===== config.mk =====
export PLATFORM = sky130hd
export DESIGN_NAME = dem_tree_scheduler
export DESIGN_NICKNAME = d
export VERILOG_FILES = /design/src/rtl/lib_switchblock_pkg.sv /design/src/rtl/dem_pn_lfsr.sv /design/src/rtl/dem_tree_scheduler.sv
export SDC_FILE = /design/constraint.sdc
export NUM_CORES = 1
export LEC_CHECK = 0
export CORE_UTILIZATION = 50
export DETAILED_ROUTE_END_ITERATION = 7
export PLACE_DENSITY = 0.69
export SLEW_MARGIN = 40
export SYNTH_ARGS = -nofsm -noshare
export SYNTH_HDL_FRONTEND = slang
export SYNTH_SLANG_ARGS = --single-unit
export TNS_END_PERCENT = 1

===== constraint.sdc =====
create_clock -name clk_i -period 6.5 [get_ports clk_i]
set_clock_uncertainty 0.05 [all_clocks]
set_input_delay 1.3 -clock clk_i [delete_from_list [all_inputs] [get_ports clk_i]]
set_output_delay 1.3 -clock clk_i [all_outputs]
set_load 0.02 [all_outputs]

===== src/rtl/lib_switchblock_pkg.sv =====
// Shared definitions for the DEM switching-block tree scheduler.
// Holds the default tree geometry, the walk state encoding and the
// PN generator constants used by the scheduler and its LFSR.
package lib_switchblock_pkg;

    localparam int LEVELS_DEF = 3;
    localparam int N_DEF      = 1 << LEVELS_DEF;
    localparam int NODES_DEF  = N_DEF - 1;
    localparam int CODE_W_DEF = LEVELS_DEF + 1;

    // Fibonacci taps for x^16+x^14+x^13+x^11+1 in the right-shifting form:
    // feedback = s[0]^s[2]^s[3]^s[5], inserted at bit 15.
    localparam logic [15:0] LFSR_TAPS   = 16'h002D;
    localparam logic [15:0] PN_SEED_DEF = 16'hACE1;

    typedef enum logic [1:0] {
        IDLE = 2'd0,
        RUN  = 2'd1,
        DONE = 2'd2
    } state_t;

endpackage


===== src/rtl/dem_pn_lfsr.sv =====
// 16-bit Fibonacci LFSR that supplies the sign for odd-valued splits.
// Ports:
//   clk    - system clock
//   rst    - asynchronous active-high reset, loads SEED
//   en     - advance one step on this clock edge
//   pn_bit - current bit 0 of the register (sign source)
module dem_pn_lfsr
    import lib_switchblock_pkg::*;
#(
    parameter logic [15:0] SEED = PN_SEED_DEF
) (
    input  logic clk,
    input  logic rst,
    input  logic en,
    output logic pn_bit
);

    logic [15:0] lfsr;
    logic        fb;

    assign fb     = ^(lfsr & LFSR_TAPS);
    assign pn_bit = lfsr[0];

    always_ff @(posedge clk or posedge rst) begin
        if (rst) begin
            lfsr <= SEED;
        end else if (en) begin
            lfsr <= {fb, lfsr[15:1]};
        end
    end

endmodule


===== src/rtl/dem_tree_scheduler.sv =====
// Time-multiplexed DEM switching-block tree. One accepted count is split
// node by node (breadth-first, one node per clock) through a heap-indexed
// buffer; the leaves form the unit-element enable word.
// Ports:
//   clk_i, reset_i          - clock, asynchronous active-high reset
//   x_in_i/in_valid_i/in_ready_o  - input count handshake
//   pn_en_i                 - 1: PN-randomised sign on odd splits, 0: s=+1
//   elem_o/out_valid_o/out_ready_i - element word handshake
//   busy_o                  - tree walk in progress
//   range_err_o             - one-cycle pulse when an accepted count exceeded N
module dem_tree_scheduler
    import lib_switchblock_pkg::*;
#(
    parameter int          LEVELS  = LEVELS_DEF,
    parameter int          CODE_W  = LEVELS + 1,
    parameter logic [15:0] PN_SEED = PN_SEED_DEF
) (
    input  logic                    clk_i,
    input  logic                    reset_i,
    input  logic [CODE_W-1:0]       x_in_i,
    input  logic                    in_valid_i,
    output logic                    in_ready_o,
    input  logic                    pn_en_i,
    output logic [(1<<LEVELS)-1:0]  elem_o,
    output logic                    out_valid_o,
    input  logic                    out_ready_i,
    output logic                    busy_o,
    output logic                    range_err_o
);

    localparam int N     = 1 << LEVELS;
    localparam int NODES = N - 1;
    localparam int BUF   = 2 * N - 1;
    localparam int IDX_W = LEVELS;

    localparam logic [CODE_W-1:0] N_CODE = CODE_W'(N);

    state_t             state;
    logic [IDX_W-1:0]   index;
    logic [CODE_W-1:0]  node [BUF];

    logic               pn_bit;
    logic               walking;
    logic               lfsr_en;
    logic [CODE_W-1:0]  v;
    logic [CODE_W-1:0]  half_up;
    logic [CODE_W-1:0]  half_dn;
    logic [CODE_W-1:0]  left;
    logic [CODE_W-1:0]  right;
    logic [IDX_W:0]     lchild;
    logic [IDX_W:0]     rchild;

    dem_pn_lfsr #(.SEED(PN_SEED)) u_lfsr (
        .clk    (clk_i),
        .rst    (reset_i),
        .en     (lfsr_en),
        .pn_bit (pn_bit)
    );

    // Shared switching block: split node[index] into its two children.
    // (v+1)/2 and (v-1)/2 for odd v; both halves equal v/2 for even v.
    always_comb begin
        walking = (state == RUN) && (32'(index) < NODES);
        v       = node[index];
        half_up = CODE_W'(({1'b0, v} + 1'b1) >> 1);
        half_dn = v >> 1;
        left    = half_dn;
        right   = half_dn;
        if (v[0]) begin
            if (!pn_en_i || pn_bit) begin
                left  = half_up;
            end else begin
                right = half_up;
            end
        end
        lfsr_en = walking && v[0] && pn_en_i;
        lchild  = {index, 1'b0} + (IDX_W+1)'(1);
        rchild  = {index, 1'b0} + (IDX_W+1)'(2);
    end

    always_ff @(posedge clk_i or posedge reset_i) begin
        if (reset_i) begin
            state       <= IDLE;
            index       <= '0;
            in_ready_o  <= 1'b1;
            out_valid_o <= 1'b0;
            busy_o      <= 1'b0;
            range_err_o <= 1'b0;
            elem_o      <= '0;
            for (int k = 0; k < BUF; k++) begin
                node[k] <= '0;
            end
        end else begin
            range_err_o <= 1'b0;
            case (state)
                IDLE: begin
                    if (in_valid_i) begin
                        node[0]     <= (x_in_i > N_CODE) ? N_CODE : x_in_i;
                        range_err_o <= (x_in_i > N_CODE);
                        index       <= '0;
                        in_ready_o  <= 1'b0;
                        busy_o      <= 1'b1;
                        state       <= RUN;
                    end
                end
                RUN: begin
                    if (walking) begin
                        node[lchild] <= left;
                        node[rchild] <= right;
                        index        <= index + 1'b1;
                    end else begin
                        // Extra cycle after the last node: leaves are settled.
                        for (int i = 0; i < N; i++) begin
                            elem_o[i] <= node[NODES + i][0];
                        end
                        busy_o      <= 1'b0;
                        out_valid_o <= 1'b1;
                        state       <= DONE;
                    end
                end
                DONE: begin
                    if (out_ready_i) begin
                        out_valid_o <= 1'b0;
                        in_ready_o  <= 1'b1;
                        state       <= IDLE;
                    end
                end
                default: begin
                    state <= IDLE;
                end
            endcase
        end
    end

endmodule


---- After elaboration in Yosys (flattened, before gate mapping) ----
Index checks and enable logic that the tools add are counted.
storage, ports and cells
  bits in registers ....................... 93
  input port bits ......................... 9
  output and inout bits ................... 12
  word-level logic and storage cells ...... 98
cells by class
  $add $sub $neg .......................... 4
  magnitude comparators ................... 7
  eq/ne operators ......................... 6
  mux-type cells .......................... 35
  bitwise gates (word level) .............. 4
  reductions and logical operators ........ 19
operators by type and width
  operator               number
  $bwmux W60             2
  $mux W60               1
  $mux W4                10
  $demux W4 S4           2
  $bmux W4 S4            1
  $reduce_xor A16 Y1     1
  $reduce_and A3 Y1      5
  $ge A5 B5 Y1 const B   2
  $lt A5 B1 Y1 const B   2
  $not A4 Y5             2
  $mux W1                8
  $ne A2 B2 Y1 const B   4
  $pmux W4 S2            1
  $mux W2                3
  $mux W3                2
  $pmux W1 S2            3
  $pmux W2 S3            1
  $pmux W3 S2            1
  $reduce_bool A2 Y1     3
  $add A4 B1 Y5 const B  1
  $ge A4 B5 Y1 const B   1
  $logic_and A1 B1 Y1    5
  $add A4 B1 Y4 const B  1
  $add A4 B2 Y4 const B  1
  other kinds (11)       12

---- Longest topological paths before layout ----
Gate-level depths: netlist of run 1.
  depth in word-level cells ............... 11
  mapped depth ............................ 9
  gate-level depth less buffers ........... 8

---- Hierarchy ----
Synthesis of run 1 repeated with hierarchy kept, for this count alone.
unflattened totals
  cells, all modules ...................... 295
  area total of the unflattened synthesis .. 3,472.1 um^2
modules (own cells, without submodules)
  module              instances  cells each  area an instance (um^2)  sequential area each (um^2)
  dem_tree_scheduler  1          256         2,792.7                  1,402.6
  dem_pn_lfsr         1          39          679.4                    410.4

---- Worst setup path before layout of run 1 ----
No wires, ideal clock.
  kind .................................... input to register
  from .................................... in pn_en_i
  to ...................................... reg node[16] in the netlist's numbering
  library setup time ...................... 0.125 ns
  arrival time ............................ 2.166 ns
  required time ........................... 6.325 ns
  setup slack ............................. 4.160 ns
  stages on the path ...................... 4
  path buffers ............................ 0
  path through ............................ nor2b_1 -> nand3_1 -> mux2_4 -> mux2_2
on the way
  longest elaborated chain between the ends .. 6
  elaborated cells on any way between the ends .. 8
  those cells by class .................... 6 x mux; 2 x reduce/logical
RTL lines
  item                             RTL line                   text
  from (decl)                      dem_tree_scheduler.sv:23   input logic pn_en_i,
  $logic_not A1 Y1 *               dem_tree_scheduler.sv:70   if (!pn_en_i || pn_bit) begin
  $logic_or A1 B1 Y1 *             dem_tree_scheduler.sv:70
  $mux W4                          dem_tree_scheduler.sv:70
  $mux W4                          dem_tree_scheduler.sv:69   if (v[0]) begin
  $bwmux W60                       dem_tree_scheduler.sv:108  node[lchild] <= left;
  $bwmux W60 *                     dem_tree_scheduler.sv:109  node[rchild] <= right;
  to (signal, indexed assignment)  dem_tree_scheduler.sv:108
  to (signal, indexed assignment)  dem_tree_scheduler.sv:109
  to (decl)                        dem_tree_scheduler.sv:40   logic [CODE_W-1:0] node [BUF];
Every way passes the cells marked *; elsewhere a longest branch is shown, timed or not.
A chain may end at the register's enable or synchronous reset.

---- Worst setup path in the final report of run 1 ----
  from .................................... reg index[1]
  to ...................................... reg node[52] in the netlist's numbering
on the way
  longest elaborated chain between the ends .. 9
  elaborated cells on any way between the ends .. 28
  those cells by class .................... 3 x add/sub; 5 x order compare; 13 x mux; 3 x bitwise; 4 x reduce/logical
RTL lines
  item                                         RTL line                   text
  from (decl)                                  dem_tree_scheduler.sv:39   logic [IDX_W-1:0] index;
  from (signal assigned)                       dem_tree_scheduler.sv:110  index <= index + 1'b1;
  $not A3 Y4 (not written as such)             dem_tree_scheduler.sv:64   v = node[index];
  $bmux W4 S4                                  dem_tree_scheduler.sv:64
  $mux W4 (not written as such) (2 in series)  dem_tree_scheduler.sv:64
  $add A4 B1 Y5                                dem_tree_scheduler.sv:65   half_up = CODE_W'(({1'b0, v} + 1'b1) >> 1);
  $mux W4                                      dem_tree_scheduler.sv:70
  $mux W4                                      dem_tree_scheduler.sv:69
  $bwmux W60                                   dem_tree_scheduler.sv:108
  $bwmux W60                                   dem_tree_scheduler.sv:109
Several ways; a longest one is shown, not always the timed one. The select of a mux whose other input is x is not followed.

==> flow_metrics.py, run 1 <==
metrics = {
    "detailed_routing": {
        "routed_wirelength_mm": 6.30,
        "via_count": 2160,
        "drc": 0,
        "firstDrtPassIters": 4,
        "drtIter0Drc": 187,
        "ant_nets": 0,
        "wl_per_cell_um": 16.8,
        "via_per_inst": 5.78,
    },
    "synthesis": {
        "syn_area_per_cell_um2": 12.8,
        "synth_cell_types": 46,
        "ys_async_sr_fraction_pct": 100,
        "synth_cells": 271,
        "synth_fp_nets": 282,
        "synth-warning-count": 0,
        "netlist_area_um2": 3460,
        "yosysSeqAreaShare_pct": 52.4,
        "ys_seq_elements": 72,
        "synthFlopType": "dfrtp_1",
        "synth_edf_count": 0,
    },
    "layout": {
        "layout-drive-gt1-share_pct": 31.6,
        "area_growth_pct": 14.0,
        "final_cells": 374,
        "diodes": 0,
        "fin_nets": 303,
    },
    "clock_tree": {
        "insertion_delay_ns": 0.35,
        "cts_hold_buf": 0,
        "clockBufferDepth": 2,
        "cts_sinks": 72,
        "cts_resized": 0,
        "h-tree-depth": 3,
        "cts_root_buffer": "clkbuf_8",
        "cts_buffers": 9,
        "tritoncts": "built",
        "cts.clk_slew.worst_paths_ns": 0.08,
        "cts_setup_buffers": 0,
    },
    "timing": {
        "relSlewSlack_pct": 53.1,
        "worst_pin_slew_ns": 0.699,
        "min_period_ns": 3.04,
        "finalSetupViolations": 0,
        "grt_setup_unrepaired": "no",
        "fin_setup_tns_ns": 0,
        "drv_slew": 0,
        "period_share_pct": 46.8,
        "max_freq_mhz": 329,
        "finalHoldViolCount": 0,
    },
    "run": {
        "cap_violations": 0,
    },
    "floorplan": {
        "row_count": 29,
        "die_w_um": 85.2,
        "die-area_um2": 7260,
        "ioPinCount": 21,
        "core_um2": 6530,
        "die_y_um": 85.2,
        "start_util_pct": 53.0,
    },
    "place": {
        "placed_cells": 358,
        "dp_hpwl_mm": 4.31,
        "port_buffers": 20,
        "place_congestion": 0.781,
    },
    "grt": {
        "gr-total-overflow": 0,
        "grt_max_degree": 73,
        "antenna_found_initial": 0,
        "grt_pass1_wl_mm": 10.9,
        "gr-usage-all-layers_pct": 19.8,
        "grt_pass1_vias": 2156,
    },
    "outcome": {
        "status": "complete, no violations",
    },
    "min_path": {
        "min_delay_path_depth": 2,
        "min_path_type": "reg -> reg",
    },
    "power_and_ir_drop": {
        "p_leak_nw": 1.78,
        "p_per_area_nw_per_um2": 480,
        "peakVddDrop_mv": 0.192,
    },
    "setup_path": {
        "worstSetupPathType": "reg -> reg",
        "path_max_fanout": 15,
        "critical_path_required_ns": 6.65,
        "cp-start-kind": "register",
        "endpoint_kind": "register",
        "ff2ff_setup_slack_ns": 3.46,
        "r2r_cells": 7,
        "crit_arrival_ns": 3.19,
    },
}
## worst max-delay path: stages (launching register included)
cell     delay [ns]
dfrtp_1        0.72
mux4_2         0.57
nor2b_1        0.16
a21oi_2        0.27
inv_2          0.09
ha_1           0.34
mux2i_1        0.50
o21ai_0        0.19
## Yosys cell counts, types with 2 or more instances
master,number,area share [%]
a21o_1,6,1.3
a21oi_1,3,0.43
a21oi_2,2,0.51
a22o_1,2,0.51
and2_1,3,0.54
buf_4,2,0.43
buf_6,3,0.98
clkbuf_1,4,0.43
dfrtp_1,63,46
dfstp_2,9,6.8
ha_1,2,0.72
inv_1,3,0.33
mux2_2,37,12
mux2_4,12,5.2
mux2i_1,4,1.2
mux4_2,6,3.9
nand2_1,24,2.6
nand2b_1,4,0.72
nand3_1,6,0.87
nand3b_1,3,0.65
nand4_1,3,0.54
nor2_1,7,0.76
nor2b_1,6,1.1
nor3_1,7,1.0
nor4_1,2,0.36
o21ai_0,9,1.3
o31a_1,2,0.51
o31ai_1,11,2.4
or2_2,2,0.36
or3_1,3,0.54
xnor2_1,5,1.3
xor2_1,2,0.51
## per-layer routing
layer | vias up | GRT usage (%) | routed length (um)
met3 | 14 | 4.09 | 294
met1 | 1064 | 28.8 | 3100
met4 | 0 | 9.24 | 153
met5 | - | 0 | 0
li1 | 1031 | - | -
met2 | 51 | 28.4 | 2750
## state kept, by name, summed over array words and instances (netlist names)
| register | count |
|---|---|
| elem_o | 8 |
| range_err_o | 1 |
| state | 2 |
| node | 39 |
| u_lfsr.lfsr | 16 |
| busy_o | 1 |
| out_valid_o | 1 |
| index | 3 |
| in_ready_o | 1 |
## final timing paths
kind,from,to
max,index[1],node[52]
min,in_ready_o,in_ready_o
max reg2reg,index[1],node[52]
min reg2reg,in_ready_o,in_ready_o
max in group asynchronous,reset_i,index[0]
min in group asynchronous,reset_i,elem_o[3]
## metrics by stage
step	utilization (%)	worst slack [ns]	instance area, um^2	power (mW)	hold slack [ns]
floorplan	-	3.34	3460	1.28	0.392
global placement	56.5	3.40	3690	1.46	0.398
detailed placement	56.6	3.35	3700	1.48	0.400
CTS	60.2	3.46	3930	1.90	0.412
global route	60.4	3.28	3940	2.02	0.449
finish	60.4	3.46	3940	1.89	0.411
## final cells by class
type	instances	area [um^2]
flip-flops and latches	72	1810
clock buffers	10	128
clock inverters	6	109
multi-input cells	184	1570
inverters	4	15.0
well taps	77	96.3
fillers	525	2590
repair buffers	21	211
## kinds of logic after synthesis
group,count (synthesis),share of synthesized area (%)
AND/OR/NAND/NOR,75,11.3
flip-flops,72,52.4
multiplexers,61,23.0
AO/OA/AOI/OAI,39,8.25
buffers and inverters,15,2.53
XOR/XNOR,7,1.77
adder cells (fa/ha/maj),2,0.723
## layout by cell type, fill, tap and decap left out, types with 3 or more instances in the layout
cell type,netlist,final
a21o_1,6,6
a21oi_1,3,3
and2_1,3,3
bufinv_16,0,3
clkbuf_8,0,9
clkdlybuf4s50_1,0,20
dfrtp_1,63,62
dfstp_2,9,9
mux2_2,37,37
mux2_4,12,12
mux2i_1,4,4
mux4_2,6,6
nand2_1,24,24
nand2b_1,4,4
nand3_1,6,6
nand3b_1,3,3
nand4_1,3,3
nor2_1,7,6
nor2b_1,6,6
nor3_1,7,7
o21ai_0,9,9
o31ai_1,11,11
or3_1,3,3
xnor2_1,5,5
## where the power goes
group	internal, mW	total [mW]	switching, mW
Combinational	0.363	0.779	0.416
Sequential	0.573	0.694	0.121
Clock	0.254	0.418	0.164
Total	1.19	1.89	0.700
Note: power is estimated with default switching activity, not from simulation.
==> inputs of run 2 (changes only) <==
Settings changed: PLACE_DENSITY 0.69 to 0.72.
Clock period 6.5 ns to 2.6 ns, I/O delays scaled along.
==> flow_metrics.py, run 2 (synthesized netlist as in run 1, its figures left out) <==
metrics = {
    "outcome": {
        "status": "complete, no violations",
    },
    "grt": {
        "grt_use_met2_pct": 33.8,
        "gr-usage-all-layers_pct": 20.5,
        "antenna_found_initial": 0,
        "grt_max_degree": 73,
        "grt_pass1_vias": 2229,
        "gr-total-overflow": 0,
        "use_met1_pct": 26.3,
        "grt_pass1_wl_mm": 11.2,
        "busiest_layer": "met2",
        "grt_use_met3_pct": 6.23,
    },
    "run": {
        "cap_violations": 0,
    },
    "layout": {
        "fin_area_um2": 4000,
        "layout-drive-gt1-share_pct": 33.1,
        "area_growth_pct": 15.6,
        "layout_commonest_cell": "dfrtp_1",
        "top_register": "node",
        "final_cell_mix": "63 x dfrtp_1, 37 x mux2_2, 24 x nand2_1, 20 x clkdlybuf4s50_1",
        "fin_nets": 317,
        "diodes": 0,
        "final_cells": 388,
        "fillers": 542,
        "largest_reg_flops": 39,
        "top_regs": "node: 39 flops, u_lfsr.lfsr: 16 flops, elem_o: 8 flops",
        "fin_util_pct": 61.2,
    },
    "setup_path": {
        "crit_start": "index[1]",
        "endpoint_kind": "register",
        "critical_path_required_ns": 2.83,
        "path_max_fanout": 9,
        "worstSetupPathType": "reg -> reg",
        "crit_arrival_ns": 2.72,
        "r2r_start": "index[1]",
        "crit_chain": "buf_4 -> nand2b_1 -> a2bb2oi_2 -> and2_4 -> ha_1 -> nand4_1 -> nor3_1 -> buf_4 -> mux2_2",
        "crit_end": "node[35]",
        "cp_slowest_cell": "dfrtp_1",
        "crit_path_max_incr_delay_ns": 0.46,
        "r2r_cells": 9,
        "path_depth": 9,
        "crit_top_cell": "buf_4",
        "cp-start-kind": "register",
        "crit_family": "simple AND/OR/NAND/NOR gates",
        "r2r-end": "node[35]",
        "critPathBufInv": 2,
        "ff2ff_setup_slack_ns": 0.11,
    },
    "power_and_ir_drop": {
        "internal-power_mw": 2.84,
        "p_leak_nw": 1.83,
        "totalPowerFinal_mw": 4.63,
        "p_per_area_nw_per_um2": 1160,
        "power.switching_mw": 1.79,
        "seq_power_share_pct": 36.1,
        "switching_share_pct": 38.7,
        "p_comb_share_pct": 48.0,
        "peakVddDrop_mv": 0.529,
        "power_frac_clock_pct": 15.9,
    },
    "timing": {
        "min_period_ns": 2.49,
        "max_freq_mhz": 401,
        "setup_slack_ns": 0.108,
        "worst_pin_slew_ns": 0.610,
        "finalHoldViolCount": 0,
        "finalHoldWorstSlack_ns": 0.417,
        "relSlewSlack_pct": 59.0,
        "finalSetupViolations": 0,
        "fin_setup_tns_ns": 0,
        "drv_slew": 0,
        "period_share_pct": 95.9,
        "grt_setup_unrepaired": "yes",
    },
    "place": {
        "place_ws_ns": 0.147,
        "place_area_um2": 3830,
        "port_buffers": 20,
        "place_congestion": 0.883,
        "dp_hpwl_mm": 4.80,
        "placed_cells": 372,
    },
    "min_path": {
        "min_path_type": "reg -> reg",
        "hold_path_startpoint": "in_ready_o",
    },
    "clock_tree": {
        "cts.clk_slew.worst_paths_ns": 0.08,
        "cts_setup_buffers": 0,
        "cts_buffers": 9,
        "cts_root_buffer": "clkbuf_8",
        "clockBufferDepth": 2,
        "insertion_delay_ns": 0.35,
        "cts_sinks": 72,
        "h-tree-depth": 3,
        "tritoncts": "built",
    },
    "detailed_routing": {
        "ant_nets": 0,
        "via_count": 2205,
        "wl_per_cell_um": 17.3,
        "via_per_inst": 5.68,
        "routed_wirelength_mm": 6.72,
        "drtIter0Drc": 148,
        "firstDrtPassIters": 4,
        "drc": 0,
    },
    "floorplan": {
        "die_w_um": 85.2,
        "die_y_um": 85.2,
        "ioPinCount": 21,
        "row_count": 29,
        "start_util_pct": 53.0,
        "die-area_um2": 7260,
        "core_um2": 6530,
    },
}
==> run 2: cell types whose count changed in the layout (fill, tap and decap cells not counted), sizes merged <==
cell    change
buf        +14
bufinv      -3
clkbuf      +2
clkinv      +1
==> run 2: layout make-up <==
class | count | area [um^2] | area share [%]
inverter | 4 | 15.0 | 0.376
multi-input combinational | 184 | 1560 | 39.1
sequential | 72 | 1810 | 45.4
timing repair buffer | 35 | 350 | 8.76
clock buffer | 12 | 135 | 3.38
clock inverter | 4 | 23.8 | 0.595
tap | 77 | 96.3 | 2.41
==> run 2: power by group through the flow <==
stage	logic (mW)	clock network, mW	registers [mW]
floorplan	1.53	0	1.68
global placement	2.16	0	1.67
detailed placement	2.22	0	1.68
CTS	2.22	0.766	1.67
global route	2.39	0.815	1.71
finish	2.22	0.738	1.67
==> run 2: worst min path at each step <==
stage,to,cells past startpoint
4_1_cts,in_ready_o,2
2_1_floorplan,node[46],2
6_report,in_ready_o,2
3_3_place_gp,in_ready_o,2
5_1_grt,node[52],2
3_5_place_dp,in_ready_o,2
==> run 2: per-layer routing <==
| layer | share of wire [%] | vias up |
|---|---|---|
| met5 | 0 | - |
| met4 | 1.3 | 0 |
| met3 | 3.9 | 9 |
| met2 | 48 | 51 |
| met1 | 46 | 1088 |
| li1 | - | 1057 |
==> run 2: tightest hold or removal path, cell delays in order (launching register included) <==
cell and delay [ns]:
dfstp_2 0.38, nand2_1 0.05, nand2_1 0.04
==> run 2: what timing repair did <==
action / in CTS / in global routing
endpoints found under the setup margin: 0 / 9
hold buffers: 0 / 0
gates resized for setup: 0 / 1
==> inputs of run 3 (changes only) <==
Settings changed: CAP_MARGIN set to 20, CORE_MARGIN set to 5, SLEW_MARGIN 40 to 20.
==> flow_metrics.py, run 3 (synthesized netlist as in run 1, its figures left out) <==
metrics = {
    "timing": {
        "finalSetupViolations": 0,
        "min_period_ns": 2.47,
        "fin_setup_tns_ns": 0,
        "max_freq_mhz": 404,
        "grt_setup_unrepaired": "no",
        "relSlewSlack_pct": 56.4,
        "worst_pin_slew_ns": 0.648,
        "finalHoldViolCount": 0,
        "drv_slew": 0,
        "period_share_pct": 95.1,
    },
    "setup_path": {
        "critical_path_required_ns": 2.79,
        "crit_chain": "buf_4 -> mux2_4 -> a2bb2oi_2 -> and2_4 -> ha_1 -> mux2_4 -> mux2_2",
        "cp-start-kind": "register",
        "crit_path_max_incr_delay_ns": 0.48,
        "path_max_fanout": 10,
        "crit_arrival_ns": 2.66,
        "cp_slowest_cell": "dfrtp_1",
        "ff2ff_setup_slack_ns": 0.13,
        "endpoint_kind": "register",
        "worstSetupPathType": "reg -> reg",
        "crit_top_cell": "mux2_4",
    },
    "layout": {
        "area_growth_pct": 16.4,
        "final_cell_mix": "63 x dfrtp_1, 37 x mux2_2, 24 x nand2_1, 20 x clkdlybuf4s50_1, 15 x buf_4",
        "diodes": 0,
        "largest_reg_flops": 39,
        "fillers": 545,
        "fin_nets": 319,
        "top_register": "node",
        "layout-drive-gt1-share_pct": 34.2,
        "layout_commonest_cell": "dfrtp_1",
        "top_regs": "node: 39 flops, u_lfsr.lfsr: 16 flops, elem_o: 8 flops",
    },
    "clock_tree": {
        "cts_hold_buf": 0,
        "insertion_delay_ns": 0.35,
        "cts_root_buffer": "clkbuf_8",
        "cts.clk_slew.worst_paths_ns": 0.07,
        "cts_buffers": 9,
        "cts_sinks": 72,
        "cts_resized": 0,
        "tritoncts": "built",
        "clockBufferDepth": 2,
        "cts_setup_buffers": 0,
        "h-tree-depth": 3,
    },
    "place": {
        "port_buffers": 20,
        "dp_hpwl_mm": 4.83,
        "place_congestion": 0.863,
    },
    "run": {
        "cap_violations": 0,
    },
    "floorplan": {
        "start_util_pct": 51.2,
        "die_w_um": 93.2,
        "die-area_um2": 8680,
        "die_y_um": 93.2,
        "row_count": 30,
        "core_um2": 6760,
        "ioPinCount": 21,
    },
    "detailed_routing": {
        "drtIter0Drc": 121,
        "routed_wirelength_mm": 6.62,
        "via_per_inst": 5.70,
        "wl_per_cell_um": 16.9,
        "ant_nets": 0,
        "via_count": 2240,
        "drc": 0,
        "firstDrtPassIters": 4,
    },
    "outcome": {
        "status": "complete, no violations",
    },
    "grt": {
        "antenna_found_initial": 0,
        "grt_max_degree": 73,
        "gr-usage-all-layers_pct": 16.9,
        "gr-total-overflow": 0,
        "grt_pass1_vias": 2271,
        "grt_pass1_wl_mm": 11.4,
    },
    "min_path": {
        "min_path_type": "reg -> reg",
    },
    "power_and_ir_drop": {
        "p_per_area_nw_per_um2": 1170,
        "totalPowerFinal_mw": 4.73,
        "p_leak_nw": 1.85,
        "peakVddDrop_mv": 0.561,
    },
}
==> run 3: path summary, 6_finish.rpt <==
| path | from | to | depth (start not counted) |
|---|---|---|---|
| setup / recovery | index[0] | node[32] | 7 |
| min in group asynchronous | reset_i | node[8] | 3 |
| setup reg to reg | index[0] | node[32] | 7 |
| hold reg to reg | in_ready_o | in_ready_o | 2 |
| max in group asynchronous | reset_i | in_ready_o | 3 |
| hold / removal | in_ready_o | in_ready_o | 2 |
==> run 3: metrics by stage <==
step	hold slack, ns	instance area (um^2)	std cells	setup slack, ns	util (%)
2_1_floorplan	0.392	3460	271	0.220	-
3_3_place_gp	0.399	3840	377	0.212	56.8
3_5_place_dp	0.416	3840	377	0.126	56.8
4_1_cts	0.429	4030	393	0.124	59.6
5_1_grt	0.449	4030	393	0.0188	59.6
6_report	0.421	4030	393	0.127	59.6
==> run 3: worst max-delay path: cells and delay by family (launching register included) <==
family          cells  cell delay (ns)
compound gates      1             0.18
fa+ha+maj           1             0.30
buf+inv             1             0.25
flops               1             0.48
mux                 3             0.93
simple gates        1             0.16
==> run 3: report_power, final <==
group          internal (mW)  switching, mW  total [mW]
clock network          0.434          0.412       0.845
registers               1.44          0.215        1.65
logic                   1.07           1.17        2.23
==> run 3: cell type report <==
class	instances	area, um^2	share of cell area, %
repair buffers	37	353	8.76
multi-input cells	184	1560	38.7
inverters	4	15.0	0.373
clock inverters	7	62.6	1.55
flip-flops and latches	72	1810	45.0
clock buffers	9	124	3.08
well taps	80	100	2.49
==> run 3: per-layer routing <==
layer / global-route usage, % / wire length [um] / vias to the layer above
met1: 23.4 / 3130 / 1119
met5: 0 / 0 / -
li1: - / - / 1055
met2: 25.4 / 3030 / 46
met3: 4.59 / 296 / 20
met4: 6.23 / 170 / 0
